==> src/rtl/mc_controller.sv <==
// Microcoded-style datapath controller: fetch/decode/execute FSM with memory wait timeout.
// Optional stack instructions (PUSH/POP) enabled by defining MC_STACK_OPS_EN.
module mc_controller #(
   parameter int unsigned OPW    = 4,
   parameter int unsigned FNW    = 3,
   parameter int unsigned TMO    = 15,
   parameter int unsigned FN_INC = 1,
   parameter int unsigned FN_DEC = 2
) (
   input  logic           clk,
   input  logic           rst_n,
   input  logic [OPW-1:0] ir1,
   input  logic [FNW-1:0] ir2,
   input  logic           dcond,
   input  logic           memrdy,
   output logic           memwr,
   output logic           memrd,
   output logic           tmar,
   output logic           ldmar,
   output logic           tmdr,
   output logic           ldmdr,
   output logic           rd,
   output logic           wr,
   output logic           tsp,
   output logic           ldsp,
   output logic           tpc,
   output logic           ldpc,
   output logic           tir,
   output logic           ldir,
   output logic           ldt,
   output logic           m1,
   output logic           m2,
   output logic [FNW-1:0] fnsel,
   output logic           halted,
   output logic           err
);

   localparam int unsigned CW    = 8;
   localparam logic [CW-1:0] TMO_C = CW'(TMO);

   typedef enum logic [4:0] {
      ST_IDLE, ST_F0, ST_F1, ST_F2, ST_DEC,
      ST_A0, ST_A1,
      ST_L0, ST_L1, ST_L2,
      ST_S0, ST_S1, ST_S2,
      ST_J0, ST_HALT
`ifdef MC_STACK_OPS_EN
      , ST_P0, ST_P1, ST_P2, ST_P3,
      ST_Q0, ST_Q1, ST_Q2, ST_Q3
`endif
   } state_e;

   state_e        state_q;
   logic [CW-1:0] cnt_q;
   logic          err_q;
   logic [31:0]   op_ext;

   assign op_ext = 32'(ir1);
   assign err    = err_q;

`ifndef MC_STACK_OPS_EN
   logic unused_fn;
   assign unused_fn = ^{FNW'(FN_INC), FNW'(FN_DEC)};
`endif

   // Successor of each memory wait state once memrdy arrives.
   function automatic state_e wait_next(input state_e s);
      case (s)
         ST_F1:   wait_next = ST_F2;
         ST_L1:   wait_next = ST_L2;
`ifdef MC_STACK_OPS_EN
         ST_P2:   wait_next = ST_P3;
         ST_Q2:   wait_next = ST_Q3;
`endif
         default: wait_next = ST_F0;
      endcase
   endfunction

   // State, wait counter and registered error pulse.
   always_ff @(posedge clk or negedge rst_n) begin
      if (!rst_n) begin
         state_q <= ST_IDLE;
         cnt_q   <= '0;
         err_q   <= 1'b0;
      end else begin
         err_q <= 1'b0;
         cnt_q <= '0;
         case (state_q)
            ST_IDLE: state_q <= ST_F0;
            ST_F0:   state_q <= ST_F1;
            ST_F2:   state_q <= ST_DEC;
            ST_DEC: begin
               case (op_ext)
                  32'd0:   state_q <= ST_A0;
                  32'd1:   state_q <= ST_L0;
                  32'd2:   state_q <= ST_S0;
                  32'd3:   state_q <= dcond ? ST_J0 : ST_F0;
                  32'd4:   state_q <= ST_J0;
`ifdef MC_STACK_OPS_EN
                  32'd5:   state_q <= ST_P0;
                  32'd6:   state_q <= ST_Q0;
`endif
                  32'd7:   state_q <= ST_HALT;
                  default: begin
                     state_q <= ST_F0;
                     err_q   <= 1'b1;
                  end
               endcase
            end
            ST_A0:   state_q <= ST_A1;
            ST_L0:   state_q <= ST_L1;
            ST_S0:   state_q <= ST_S1;
            ST_S1:   state_q <= ST_S2;
`ifdef MC_STACK_OPS_EN
            ST_P0:   state_q <= ST_P1;
            ST_P1:   state_q <= ST_P2;
            ST_Q0:   state_q <= ST_Q1;
            ST_Q1:   state_q <= ST_Q2;
            ST_F1, ST_L1, ST_S2, ST_P2, ST_Q2: begin
`else
            ST_F1, ST_L1, ST_S2: begin
`endif
               // memrdy wins even on the cycle the count sits at TMO
               if (memrdy) begin
                  state_q <= wait_next(state_q);
               end else if (cnt_q == TMO_C) begin
                  state_q <= ST_HALT;
                  err_q   <= 1'b1;
               end else begin
                  cnt_q <= cnt_q + CW'(1);
               end
            end
            ST_HALT: state_q <= ST_HALT;
            default: state_q <= ST_F0;
         endcase
      end
   end

   // Datapath controls decoded from the current state.
   always_comb begin
      memwr  = 1'b0;
      memrd  = 1'b0;
      tmar   = 1'b0;
      ldmar  = 1'b0;
      tmdr   = 1'b0;
      ldmdr  = 1'b0;
      rd     = 1'b0;
      wr     = 1'b0;
      tsp    = 1'b0;
      ldsp   = 1'b0;
      tpc    = 1'b0;
      ldpc   = 1'b0;
      tir    = 1'b0;
      ldir   = 1'b0;
      ldt    = 1'b0;
      m1     = 1'b0;
      m2     = 1'b0;
      fnsel  = '0;
      halted = 1'b0;
      case (state_q)
         ST_F0: begin tpc = 1'b1; ldmar = 1'b1; end
         ST_F1: begin memrd = 1'b1; ldmdr = memrdy; end
         ST_F2: begin tmdr = 1'b1; ldir = 1'b1; ldpc = 1'b1; m1 = 1'b1; end
         ST_A0: begin rd = 1'b1; ldt = 1'b1; end
         ST_A1: begin rd = 1'b1; wr = 1'b1; fnsel = ir2; end
         ST_L0: begin tir = 1'b1; ldmar = 1'b1; end
         ST_L1: begin memrd = 1'b1; ldmdr = memrdy; end
         ST_L2: begin tmdr = 1'b1; wr = 1'b1; end
         ST_S0: begin tir = 1'b1; ldmar = 1'b1; end
         ST_S1: begin rd = 1'b1; ldmdr = 1'b1; m2 = 1'b1; end
         ST_S2: memwr = 1'b1;
         ST_J0: begin tir = 1'b1; ldpc = 1'b1; end
`ifdef MC_STACK_OPS_EN
         ST_P0: begin tsp = 1'b1; ldmar = 1'b1; end
         ST_P1: begin rd = 1'b1; ldmdr = 1'b1; m2 = 1'b1; end
         ST_P2: memwr = 1'b1;
         ST_P3: begin tsp = 1'b1; ldsp = 1'b1; fnsel = FNW'(FN_DEC); end
         ST_Q0: begin tsp = 1'b1; ldsp = 1'b1; fnsel = FNW'(FN_INC); end
         ST_Q1: begin tsp = 1'b1; ldmar = 1'b1; end
         ST_Q2: begin memrd = 1'b1; ldmdr = memrdy; end
         ST_Q3: begin tmdr = 1'b1; wr = 1'b1; end
`endif
         ST_HALT: halted = 1'b1;
         default: ;
      endcase
   end

endmodule
==> config.mk <==
export PLATFORM = sky130hd
export DESIGN_NAME = mc_controller
export DESIGN_NICKNAME = d
export VERILOG_FILES = /design/src/rtl/mc_controller.sv
export SDC_FILE = /design/constraint.sdc
export NUM_CORES = 1
export LEC_CHECK = 0
export BUFFER_PORTS_ARGS = -buffer_cell sky130_fd_sc_hd__clkbuf_2
export CORE_MARGIN = 5
export CORE_UTILIZATION = 30
export DETAILED_ROUTE_END_ITERATION = 10
export PLACE_DENSITY = 0.57
export SETUP_SLACK_MARGIN = 0.15
export SLEW_MARGIN = 5
export SYNTH_ARGS = -nofsm -noshare
export SYNTH_HDL_FRONTEND = slang
export SYNTH_SLANG_ARGS = --single-unit
==> constraint.sdc <==
create_clock -name clk -period 1.95 [get_ports clk]
set_input_delay 0.2925 -clock clk [delete_from_list [all_inputs] [get_ports clk]]
set_output_delay 0.2925 -clock clk [all_outputs]
set_load 0.05 [all_outputs]
==> impl_metrics.yaml <==
logic_synthesis:
  ys_ff_latch: 13
  syn_inst: 129
  synth_area_leaders: "dfrtp_1 (31%), nor2_1 (6.2%), xnor2_1 (5.9%), buf_4 (4.3%), nand2_1 (3.6%)"
  ys_types: 38
  synth_area_leader_cell: "dfrtp_1"
  yosysTopAreaCellShare: 0.314
  syn_area_um2: 1040
  yosysSeqAreaShare: 0.314
  synthArstFlopShare: 1.00
  post-synth-top-count-cell: "nor2_1"
  synth-edff-count: 0
  synth_commonest_cells: "nor2_1 (17), dfrtp_1 (13), nand2_1 (10)"
  synth_area_per_cell_um2: 8.04
  synth_flop_cell: "dfrtp_1"
  yosys_warnings: 0
sta:
  fmax_ghz: 0.548
  fin_crit_ns: 1.83
  fin_crit_sh: 0.936
  setup-violations-final: 0
  drv_slew: 0
  grt_setup_unrepaired: "yes"
  clock_skew_ns: 0.00142
  report.final.hold_viol_count: 0
critical_path:
  slowest_delay_ns: 0.53
  path_cells: "nor2b_4 > inv_4 > a21oi_2 > or2_4 > buf_8"
  endpoint_kind: "output pin"
  worstPathMaxFanout: 8
  crit_arrival_ns: 1.53
  slowest_stage: "dfrtp_2"
  start_kind: "flip-flop"
  path_buf_inv: 2
  critPathTopFamily: "flip-flops"
  required_ns: 1.66
  criticalPathCategory: "reg -> out"
layout:
  final_cells: 220
  drive_above_1_share: 0.477
  final_area_um2: 1590
  final_nets: 187
  final_core_util: 0.476
  syn2layout_area_growth_pct: 53.1
  fill_cells: 319
  antenna_cells: 0
route:
  drc: 0
  via_per_inst: 5.00
  vias: 1099
  firstDrtPassIters: 4
  drt_wl_total_um: 2990
  ant_nets: 0
  post_drt_wl_per_cell_um: 13.6
  drt_iter0_drc: 51
flow_run:
  maxCapViolCount: 0
global_routing:
  grt_pass1_vias: 1060
  track_usage: 0.127
  grt_pass1_wl_um: 4620
  grt_overflow: 0
  grt_start_max_net_pins: 14
  antenna_found_initial: 0
placed_design:
  dpl_cell_area_um2: 1280
  routabilityCongestion: 0.825
  dp.cells: 202
  dp_hpwl_um: 2040
  port_buffers: 29
hold_path:
  worstHoldPathType: "in -> reg"
clock_network:
  clk_latency_ns: 0.27
  htree_levels: 1
  cts_made_buffers: 3
  tritoncts: "built"
  cts.root.buffer_cell: "clkbuf_4"
  ctsLongestPathBuffers: 2
  cts_sinks: 13
  clkTransAtPathRegs_ns: 0.08
pwr:
  irDropWorstVdd_uv: 1040
  p_per_area_nw_per_um2: 1340
  p_leak_nw: 0.698
floorplan:
  die_area_um2: 4730
  coreArea_um2: 3340
  rows: 21
  die_w_um: 68.8
  die_h_um: 68.8
  initial_core_util: 0.311
  io_pins: 33
run_status:
  status: "complete, no violations"
through the flow:
| step | power, W | hold WS [ns] | worst slack (ns) | TNS (ns) |
|---|---|---|---|---|
| floorplan | 0.00129 | -0.00309 | -0.107 | -0.140 |
| global placement | 0.00154 | 0.197 | 0.182 | 0 |
| detailed placement | 0.00154 | 0.206 | 0.187 | 0 |
| CTS | 0.00186 | 0.398 | 0.109 | 0 |
| global route | 0.00224 | 0.422 | 0.0610 | 0 |
| finish | 0.00212 | 0.388 | 0.124 | 0 |
routing by layer:
metal  global-route usage  part of all wire
met4               0.0219            0.0057
met3               0.0292             0.064
met5                    0                 0
met1                0.156              0.43
met2                0.229              0.50
layout make-up:
cell class / count / area, µm² / area share
well taps: 46 / 57.6 / 0.0362
repair buffers: 50 / 400 / 0.252
inverters: 4 / 17.5 / 0.0110
multi-input cells: 103 / 757 / 0.477
flip-flops and latches: 13 / 329 / 0.207
clock buffers: 4 / 26.3 / 0.0165
flip-flops by register name, summed over array words and instances, names as in the netlist:
name and count:
cnt_q 8, err 1, state_q 4
path summary, 6_finish.rpt:
check                           start          to  slack (ns)  depth (start not counted)
min in group asynchronous       rst_n    cnt_q[7]        0.44                          2
hold reg to reg              cnt_q[0]    cnt_q[0]        0.48                          1
setup reg to reg           state_q[1]  state_q[3]        0.24                          6
setup / recovery           state_q[1]          rd        0.12                          5
hold / removal                 ir1[3]  state_q[2]        0.39                          3
max in group asynchronous       rst_n  state_q[3]        1.25                          2
placed cells by master (no fill, tap or decap), drive strengths merged:
| cell type | synthesis | routed |
|---|---|---|
| or2 | 2 | 2 |
| nor3b | 3 | 3 |
| a32o | 1 | 1 |
| o21bai | 2 | 2 |
| nand2 | 11 | 11 |
| xnor2 | 7 | 7 |
| nor4 | 3 | 3 |
| and2 | 1 | 1 |
| nand4 | 1 | 1 |
| a22oi | 2 | 2 |
| buf | 11 | 33 |
| nor3 | 4 | 4 |
| a21boi | 2 | 2 |
| inv | 4 | 4 |
| a21oi | 6 | 6 |
| a2111oi | 1 | 1 |
| ha | 1 | 1 |
| dfrtp | 13 | 13 |
| o22ai | 6 | 6 |
| dlygate4sd3 | 0 | 1 |
| nor2b | 5 | 5 |
| o22a | 1 | 1 |
| o32a | 2 | 2 |
| nor2 | 17 | 17 |
| nand2b | 4 | 4 |
| a221oi | 1 | 1 |
| a211oi | 1 | 1 |
| o21ai | 5 | 5 |
| a21o | 1 | 1 |
| and3 | 5 | 5 |
| xor2 | 3 | 3 |
| clkbuf | 0 | 20 |
| nand3 | 2 | 2 |
| conb | 1 | 3 |
kinds of logic after synthesis:
kind of cell             synth area share
AND/OR/NAND/NOR                     0.283
AO/OA/AOI/OAI                       0.221
buffers and inverters              0.0820
flip-flops                          0.314
XOR/XNOR                           0.0844
adder cells (fa/ha/maj)            0.0121
other                             0.00362
where the power goes:
part           total (W)  switching (W)  leakage [nW]  internal (W)
logic            0.00155       0.000889         0.510      0.000662
registers       0.000400      0.0000843         0.173      0.000316
clock network   0.000170      0.0000903        0.0150     0.0000793
total            0.00212        0.00106         0.698       0.00106
worst min-delay path, stage by stage:
cell       delay (ns)
clkbuf_2         0.12
a2111oi_1        0.06
o22a_1           0.15
repair_timing:
action	CTS	global route
pin swaps	0	6
gates resized for setup	23	42
hold buffers	1	0
hold endpoints to repair	13	0
setup endpoints to repair	18	18
setup buffers	5	8
Note: power is estimated with default switching activity, not from simulation.
